--- config.mk ---
export PLATFORM = sky130hd
export DESIGN_NAME = bram_port_arb
export DESIGN_NICKNAME = d
export VERILOG_FILES = /design/src/rtl/bram_port_arb.sv
export SDC_FILE = /design/constraint.sdc
export NUM_CORES = 1
export LEC_CHECK = 0
export ABC_AREA = 1
export CAP_MARGIN = 30
export CORE_UTILIZATION = 36
export CTS_CLUSTER_DIAMETER = 50
export DETAILED_ROUTE_END_ITERATION = 12
export MAX_ROUTING_LAYER = met4
export PLACE_DENSITY = 0.92
export SLEW_MARGIN = 5
export SYNTH_ARGS = -nofsm -noshare
export SYNTH_HDL_FRONTEND = slang
export SYNTH_SLANG_ARGS = --single-unit
--- constraint.sdc ---
create_clock -name i_clk -period 1.8 [get_ports i_clk]
set_clock_uncertainty 0.05 [all_clocks]
set_input_delay 0.18 -clock i_clk [delete_from_list [all_inputs] [get_ports i_clk]]
set_output_delay 0.18 -clock i_clk [all_outputs]
set_load 0.01 [all_outputs]
--- src/rtl/bram_port_arb.sv ---
// Two-requester round-robin arbiter for a single-port BRAM.
// Write and read requesters share one port; read data returns RD_LAT+1 cycles after the read ack.
module bram_port_arb #(
  parameter int unsigned ADDR_W = 13,
  parameter int unsigned DATA_W = 32,
  parameter int unsigned RD_LAT = 1
) (
  input  logic              i_clk,
  input  logic              i_reset,
  input  logic              i_wr_req,
  input  logic [ADDR_W-1:0] i_wr_addr,
  input  logic [DATA_W-1:0] i_wr_data,
  output logic              o_wr_ack,
  input  logic              i_rd_req,
  input  logic [ADDR_W-1:0] i_rd_addr,
  output logic              o_rd_ack,
  output logic              o_rd_valid,
  output logic [DATA_W-1:0] o_rd_data,
  output logic              o_ena,
  output logic              o_wea,
  output logic [ADDR_W-1:0] o_addra,
  output logic [DATA_W-1:0] o_dina,
  input  logic [DATA_W-1:0] i_douta
);

  typedef enum logic [1:0] {
    GNT_IDLE = 2'd0,
    GNT_WR   = 2'd1,
    GNT_RD   = 2'd2
  } gnt_e;

  gnt_e              gnt;
  logic              last_rd;
  logic              last_rd_nxt;
  logic              wr_elig;
  logic              rd_elig;
  logic              ena_nxt;
  logic              wea_nxt;
  logic [ADDR_W-1:0] addr_nxt;
  logic [DATA_W-1:0] data_nxt;
  logic [RD_LAT-1:0] rd_pipe;

  // Grant decision: a requester acked this cycle sits out the next edge.
  always_comb begin
    gnt         = GNT_IDLE;
    last_rd_nxt = last_rd;
    ena_nxt     = 1'b0;
    wea_nxt     = 1'b0;
    addr_nxt    = '0;
    data_nxt    = '0;
    wr_elig     = i_wr_req & ~o_wr_ack;
    rd_elig     = i_rd_req & ~o_rd_ack;

    if (wr_elig && rd_elig) begin
      gnt = last_rd ? GNT_WR : GNT_RD;
    end else if (wr_elig) begin
      gnt = GNT_WR;
    end else if (rd_elig) begin
      gnt = GNT_RD;
    end

    case (gnt)
      GNT_WR: begin
        ena_nxt     = 1'b1;
        wea_nxt     = 1'b1;
        addr_nxt    = i_wr_addr;
        data_nxt    = i_wr_data;
        last_rd_nxt = 1'b0;
      end
      GNT_RD: begin
        ena_nxt     = 1'b1;
        addr_nxt    = i_rd_addr;
        last_rd_nxt = 1'b1;
      end
      default: ;
    endcase
  end

  // Command register, round-robin pointer and read-return pipeline.
  always_ff @(posedge i_clk) begin
    if (!i_reset) begin
      last_rd    <= 1'b1;
      o_ena      <= 1'b0;
      o_wea      <= 1'b0;
      o_addra    <= '0;
      o_dina     <= '0;
      o_wr_ack   <= 1'b0;
      o_rd_ack   <= 1'b0;
      rd_pipe    <= '0;
      o_rd_valid <= 1'b0;
      o_rd_data  <= '0;
    end else begin
      last_rd    <= last_rd_nxt;
      o_ena      <= ena_nxt;
      o_wea      <= wea_nxt;
      o_addra    <= addr_nxt;
      o_dina     <= data_nxt;
      o_wr_ack   <= (gnt == GNT_WR);
      o_rd_ack   <= (gnt == GNT_RD);
      // Bit k is high RD_LAT-1-k... i.e. the top bit marks the cycle i_douta is valid.
      rd_pipe    <= RD_LAT'({rd_pipe, o_rd_ack});
      o_rd_valid <= rd_pipe[RD_LAT-1];
      if (rd_pipe[RD_LAT-1]) begin
        o_rd_data <= i_douta;
      end
    end
  end

endmodule

==> results of run 1 <==
-- cell usage after synthesis --
library cell and number:
nor2_1 97, o21ai_1 6, a21oi_1 13, buf_4 2
ha_1 2, buf_2 13, nand3_1 2, inv_1 45
o21ai_0 27, dfxtp_1 83, nand2_2 1, nand2_1 36
clkbuf_2 2
-- cells by family after synthesis --
| family | count (synthesis) | synth area share, % |
|---|---|---|
| compound gates | 46 | 8.55 |
| fa+ha+maj | 2 | 0.930 |
| buf+inv | 62 | 9.62 |
| flops | 83 | 61.7 |
| simple gates | 136 | 19.2 |
-- report_power, final --
part / switching [mW] / internal [mW] / total, mW
registers: 0.0403 / 1.94 / 1.98
clock network: 0.654 / 0.862 / 1.52
logic: 0.280 / 0.406 / 0.686
-- flip-flops by register name, indices dropped and copies added, names as in the netlist --
signal,flops
o_dina,32
o_rd_data,32
o_addra,13
last_rd,1
o_ena,1
o_rd_ack,1
o_rd_valid,1
o_wr_ack,1
rd_pipe,1
-- final cells by class --
class | instances | area share (%)
flip-flops and latches | 83 | 34.9
clock inverters | 5 | 1.79
well taps | 99 | 2.60
clock buffers | 11 | 3.18
inverters | 45 | 3.55
repair buffers | 180 | 37.8
multi-input cells | 184 | 16.2
-- path summary, 6_finish.rpt --
kind                                           start               endpoint  slack (ns)  cells past startpoint
worst min-delay path                   i_wr_data[10]  o_dina[10]$_SDFF_PN0_        0.30                      3
worst max-delay path             o_rd_ack$_SDFF_PN0_               o_rd_ack        0.22                      1
worst min register to register  last_rd$_SDFFE_PN1P_   last_rd$_SDFFE_PN1P_        0.44                      2
worst max register to register   o_rd_ack$_SDFF_PN0_  o_addra[4]$_SDFF_PN0_        0.27                      6
-- stage by stage --
step / hold WS [ns] / cells
2_1_floorplan: 0.242 / 329
3_3_place_gp: 0.404 / 591
3_5_place_dp: 0.414 / 591
4_1_cts: 0.287 / 607
5_1_grt: 0.291 / 607
6_report: 0.298 / 607
-- routing by layer --
| layer | up-vias | global-route usage (%) |
|---|---|---|
| li1 | 1327 | - |
| met3 | 15 | 4.20 |
| met4 | 0 | 8.94 |
| met1 | 1189 | 21.7 |
| met5 | - | - |
| met2 | 99 | 36.1 |
==> flow_metrics.py, run 1 <==
metrics = {
    "power": {
        "leakage_power_nw": 2.09,
        "worst_ir_drop_vdd_mv": 0.618,
        "total_power_mw": 4.18,
        "p_per_area_nw_per_um2": 877,
    },
    "yosys": {
        "yosys.area.top_type_share_pct": 61.7,
        "synth.ff_latch_count": 83,
        "synthesis.yosys.warnings": 0,
        "sequential_element_share_of_the_synthesized_area_pct": 61.7,
        "post_synth_instance_area_um2": 2690,
        "synth_cell_types": 13,
        "syn_inst": 329,
        "synth.net_count": 425,
        "syn-mean-instance-area_um2": 8.18,
        "top_area_cells_in_the_synthesized_netlist": "dfxtp_1 62%, nor2_1 14%, inv_1 6.3%",
        "synth_top_area_cell": "dfxtp_1",
    },
    "worst_setup_path": {
        "cp-start-kind": "register",
        "critPathKind": "register to output pin",
        "critical-path-max-stage-delay_ns": 0.60,
        "cp_cell_sequence": "clkdlybuf4s50_1",
        "worst-path-buf-inv": 1,
        "cp_slowest_cell": "clkdlybuf4s50_1",
        "crit_family": "buffers and inverters",
        "critical_path.max_fanout": 4,
        "critical_path_arrival_ns": 1.35,
        "worst-endpoint-required_ns": 1.57,
        "worstSetupEndpointType": "output pin",
    },
    "clock_tree": {
        "worst_setup_hold_path_clk_slew_ns": 0.09,
        "cts-htree-levels": 3,
        "cts-buffers-inserted": 9,
        "tritoncts_num_sinks": 83,
        "tritoncts": "built",
        "post-cts-setup-buffers": 0,
        "hold_buffers": 0,
        "cts_root_buffer": "clkbuf_8",
        "post_cts.resized_instances": 0,
        "clockBufferDepth": 2,
        "clock_latency_ns": 0.34,
    },
    "sta": {
        "rsz0062_at_grt": "no",
        "timing.final.setup_violations": 0,
        "final_critical_path_setup_slack_ns": 0.218,
        "final_period_minus_worst_setup_slack_ns": 1.58,
        "hold_violations": 0,
        "layout_worst_path_cycle_share_pct": 87.9,
        "max_clock_freq_mhz": 632,
        "setup-tns-final_ns": 0,
        "max-slew-margin-rel_pct": 65.6,
        "tightestPinTransition_ns": 0.516,
        "final_max_slew_viol_count": 0,
    },
    "detailed_routing": {
        "avgViaCountPerCell": 4.33,
        "met1_length_um": 3080,
        "num_vias": 2630,
        "length_of_routed_met2_wiring_um": 4160,
        "detail-route-antenna-nets": 0,
        "routedWlPerCell_um": 12.9,
        "drt_drc_violations_left": 0,
        "detailedRoute.firstIterationViolations": 73,
        "routed-wl-met3_um": 447,
        "drt-total-wl_um": 7850,
        "firstDrtPassIters": 4,
        "top_layer_used": "met4",
    },
    "placement": {
        "placement.io_buffers": 175,
        "detailed_place_hpwl_um": 5950,
        "placedInstanceArea_um2": 4530,
        "place_ws_ns": 0.00866,
        "finalWeightedCongestion": 0.726,
    },
    "die": {
        "die_x_um": 88.5,
        "chipHeight_um": 88.5,
        "pin_count": 176,
        "dieArea_um2": 7830,
        "floorplan.rows": 31,
        "floorplan.core_area_um2": 7250,
        "initial_utilization_pct": 37.1,
    },
    "final_layout": {
        "layout.area.seq_um2": 1660,
        "layout.cells.most_common": "clkdlybuf4s50_1",
        "nNetsFinal": 599,
        "final_cell_mix": "175 x clkdlybuf4s50_1, 97 x nor2_1, 83 x dfxtp_1",
        "layout-drive-gt1-share_pct": 4.33,
        "multi_input_area_um2": 771,
        "postLayoutCoreUtil_pct": 65.7,
        "diodes": 0,
        "finalInstanceArea_um2": 4760,
        "layout.filler_cells": 597,
        "layout-area-overhead-vs-synth_pct": 77.0,
    },
    "global_routing": {
        "remaining_global_route_overflow": 0,
        "maximum_number_of_pins_on_one_net_before_global_route_repair": 35,
        "grt_first_pass_wirelength_um": 11600,
        "via_count_of_the_first_global_routing_pass": 2608,
        "groute.usage.overall_pct": 20.3,
        "antenna_found_initial": 0,
    },
    "flow_run": {
        "cap_violations": 0,
    },
    "outcome": {
        "status": "complete, no violations",
    },
    "min_path": {
        "worstHoldPathType": "input pin to register",
    },
}
No activity file was read; power rests on OpenSTA's default activity.
==> run 2, diff against run 1 <==
--- a/config.mk
+++ b/config.mk
@@ -5,13 +5,13 @@
 export SDC_FILE = /design/constraint.sdc
 export NUM_CORES = 1
 export LEC_CHECK = 0
-export ABC_AREA = 1
 export CAP_MARGIN = 30
 export CORE_UTILIZATION = 36
 export CTS_CLUSTER_DIAMETER = 50
 export DETAILED_ROUTE_END_ITERATION = 12
 export MAX_ROUTING_LAYER = met4
-export PLACE_DENSITY = 0.92
+export PLACE_DENSITY = 0.91
+export SKIP_LAST_GASP = 1
 export SLEW_MARGIN = 5
 export SYNTH_ARGS = -nofsm -noshare
 export SYNTH_HDL_FRONTEND = slang
==> run 2 against run 1 <==
Effect of this change:
- synthesized cell count fell by 27%
- maximum frequency decreased by 2.9%
- global-route usage down 2.3 points
- largest power group unchanged
==> flow_metrics.py, run 2 <==
metrics = {
    "yosys": {
        "synth.ff_latch_count": 83,
        "syn-mean-instance-area_um2": 11.7,
        "syn_inst": 240,
        "synth_cell_types": 22,
        "synth.net_count": 336,
        "post_synth_edffs": 0,
        "post_synth_instance_area_um2": 2810,
        "ys_top_cells_by_count": "83 x dfxtp_1, 33 x mux2i_1, 33 x nor2b_1",
        "top_area_cells_in_the_synthesized_netlist": "dfxtp_1 59%, mux2i_1 12%, nor2b_1 7.3%",
        "yosys.area.top_type_share_pct": 59.1,
        "synthesis.yosys.warnings": 0,
        "sequential_element_share_of_the_synthesized_area_pct": 59.1,
        "synth_top_area_cell": "dfxtp_1",
        "yosys.cell_count.top_type": "dfxtp_1",
        "synthArstFlopShare_pct": 0,
        "synthFlopType": "dfxtp_1",
    },
    "die": {
        "floorplan.core_area_um2": 7410,
        "die_x_um": 90.4,
        "initial_utilization_pct": 37.9,
        "pin_count": 176,
        "floorplan.rows": 31,
        "dieArea_um2": 8160,
        "chipHeight_um": 90.4,
    },
    "global_routing": {
        "antenna_found_initial": 0,
        "grt_first_pass_wirelength_um": 11300,
        "via_count_of_the_first_global_routing_pass": 2361,
        "gr-usage-met3_pct": 4.55,
        "peak_usage_layer_in_the_global_routing_report": "met2",
        "remaining_global_route_overflow": 0,
        "groute.usage.overall_pct": 18.0,
        "maximum_number_of_pins_on_one_net_before_global_route_repair": 46,
        "grt.met2_usage_pct": 30.1,
        "grtUsageMet1_pct": 20.4,
    },
    "final_layout": {
        "diodes": 0,
        "layout-area-overhead-vs-synth_pct": 70.3,
        "layout-drive-gt1-share_pct": 5.28,
        "layout.cells.most_common": "clkdlybuf4s50_1",
        "top_flop_regs": "o_dina x32, o_rd_data x32, o_addra x13",
        "nNetsFinal": 508,
        "stdcell_count": 516,
        "final_cell_mix": "174 x clkdlybuf4s50_1, 82 x dfxtp_1, 33 x nor2b_1, 33 x mux2i_1, 32 x and3_1",
    },
    "clock_tree": {
        "cts-buffers-inserted": 9,
        "clockBufferDepth": 2,
        "worst_setup_hold_path_clk_slew_ns": 0.09,
        "clock_latency_ns": 0.33,
        "cts-htree-levels": 3,
        "tritoncts_num_sinks": 83,
        "tritoncts": "built",
        "cts_root_buffer": "clkbuf_8",
        "hold_buffers": 0,
        "post_cts.resized_instances": 0,
        "post-cts-setup-buffers": 0,
    },
    "power": {
        "p_per_area_nw_per_um2": 811,
        "worst_ir_drop_vdd_mv": 0.560,
        "leakage_power_nw": 1.82,
        "total_power_mw": 3.88,
    },
    "detailed_routing": {
        "avgViaCountPerCell": 4.50,
        "drt_drc_violations_left": 0,
        "firstDrtPassIters": 4,
        "detailedRoute.firstIterationViolations": 47,
        "routedWlPerCell_um": 13.4,
        "drt-total-wl_um": 6920,
        "num_vias": 2323,
        "detail-route-antenna-nets": 0,
    },
    "sta": {
        "max-slew-margin-rel_pct": 65.5,
        "tightestPinTransition_ns": 0.517,
        "hold-worst-slack_ns": 0.235,
        "setup-tns-final_ns": 0,
        "layout_worst_path_cycle_share_pct": 90.5,
        "final_critical_path_setup_slack_ns": 0.171,
        "rsz0062_at_grt": "no",
        "max_clock_freq_mhz": 614,
        "hold_violations": 0,
        "timing.final.setup_violations": 0,
        "final_max_slew_viol_count": 0,
        "final_period_minus_worst_setup_slack_ns": 1.63,
    },
    "worst_setup_path": {
        "critical_path_arrival_ns": 1.84,
        "cp-start-kind": "register",
        "cp_slowest_cell": "ha_1",
        "worstSetupEndpointType": "register",
        "critical-path-max-stage-delay_ns": 0.51,
        "critical_path.max_fanout": 15,
        "worst-endpoint-required_ns": 2.02,
        "cp_cell_sequence": "nand2b_1 -> o21ai_0 -> ha_1 -> a22oi_1 -> nor2_1",
        "critPathKind": "register to register",
    },
    "placement": {
        "placement.io_buffers": 175,
        "post-place-cells": 500,
        "detailed_place_hpwl_um": 5160,
        "place_ws_ns": -0.136,
        "finalWeightedCongestion": 0.690,
    },
    "outcome": {
        "status": "complete, no violations",
    },
    "min_path": {
        "worstHoldPathType": "input pin to register",
    },
    "flow_run": {
        "cap_violations": 0,
    },
}
[run 2: cell types whose count changed after synthesis, sizes merged, moves of 13 or more]
cell / previous run / this run
o21ai: 33 / 1
nand2: 37 / 1
inv: 45 / 1
nor2: 97 / 13
and3: 0 / 32
a22oi: 0 / 13
mux2i: 0 / 33
nor2b: 0 / 33
[run 2: path summary, 6_finish.rpt]
check / start / end / slack (ns) / cells after the start
hold reg to reg: o_rd_ack$_SDFF_PN0_ / rd_pipe$_SDFF_PN0_ / 0.44 / 1
setup reg to reg: o_rd_ack$_SDFF_PN0_ / o_addra[2]$_SDFF_PN0_ / 0.17 / 5
setup / recovery: o_rd_ack$_SDFF_PN0_ / o_addra[2]$_SDFF_PN0_ / 0.17 / 5
hold / removal: i_reset / o_rd_data[5]$_SDFFE_PN0P_ / 0.24 / 2
[run 2: kinds of logic (layout without fill, tap and decap cells)]
logic type | count (synthesis) | in the layout | share of synthesized area [%]
mux | 33 | 33 | 11.8
compound gates | 17 | 17 | 4.36
simple gates | 85 | 85 | 17.8
flops | 83 | 83 | 59.1
fa+ha+maj | 2 | 2 | 0.890
buf+inv | 20 | 197 | 6.10
[run 2: worst max-delay path, delay by kind of cell, from the launching register on]
kind            cells  cell delay (ns)
flops               1             0.32
compound gates      2             0.36
fa+ha+maj           1             0.51
simple gates        2             0.31
[run 2: where the power goes]
| group | internal [mW] | switching (mW) | leakage, nW |
|---|---|---|---|
| clock network | 0.678 | 0.624 | 0.0926 |
| logic | 0.408 | 0.225 | 1.06 |
| registers | 1.91 | 0.0305 | 0.675 |
[run 2: cell type report]
class | instances | area [um2]
well taps | 99 | 124
fillers | 582 | 2620
multi-input cells | 137 | 977
clock inverters | 4 | 50.0
clock buffers | 12 | 145
flip-flops and latches | 83 | 1660
inverters | 1 | 3.75
repair buffers | 180 | 1820
[run 2: per-stage QoR]
step                utilization (%)  cell area, um2
CTS                            64.6            4780
floorplan                         -            2810
global placement               61.9            4590
global route                   64.6            4780
detailed placement             61.9            4590
finish                         64.6            4780
[run 2: per-layer routing]
layer | up-vias | routed length [um]
met2 | 122 | 3420
li1 | 1148 | -
met1 | 1038 | 2870
met4 | 0 | 149
met3 | 15 | 481
met5 | - | 0
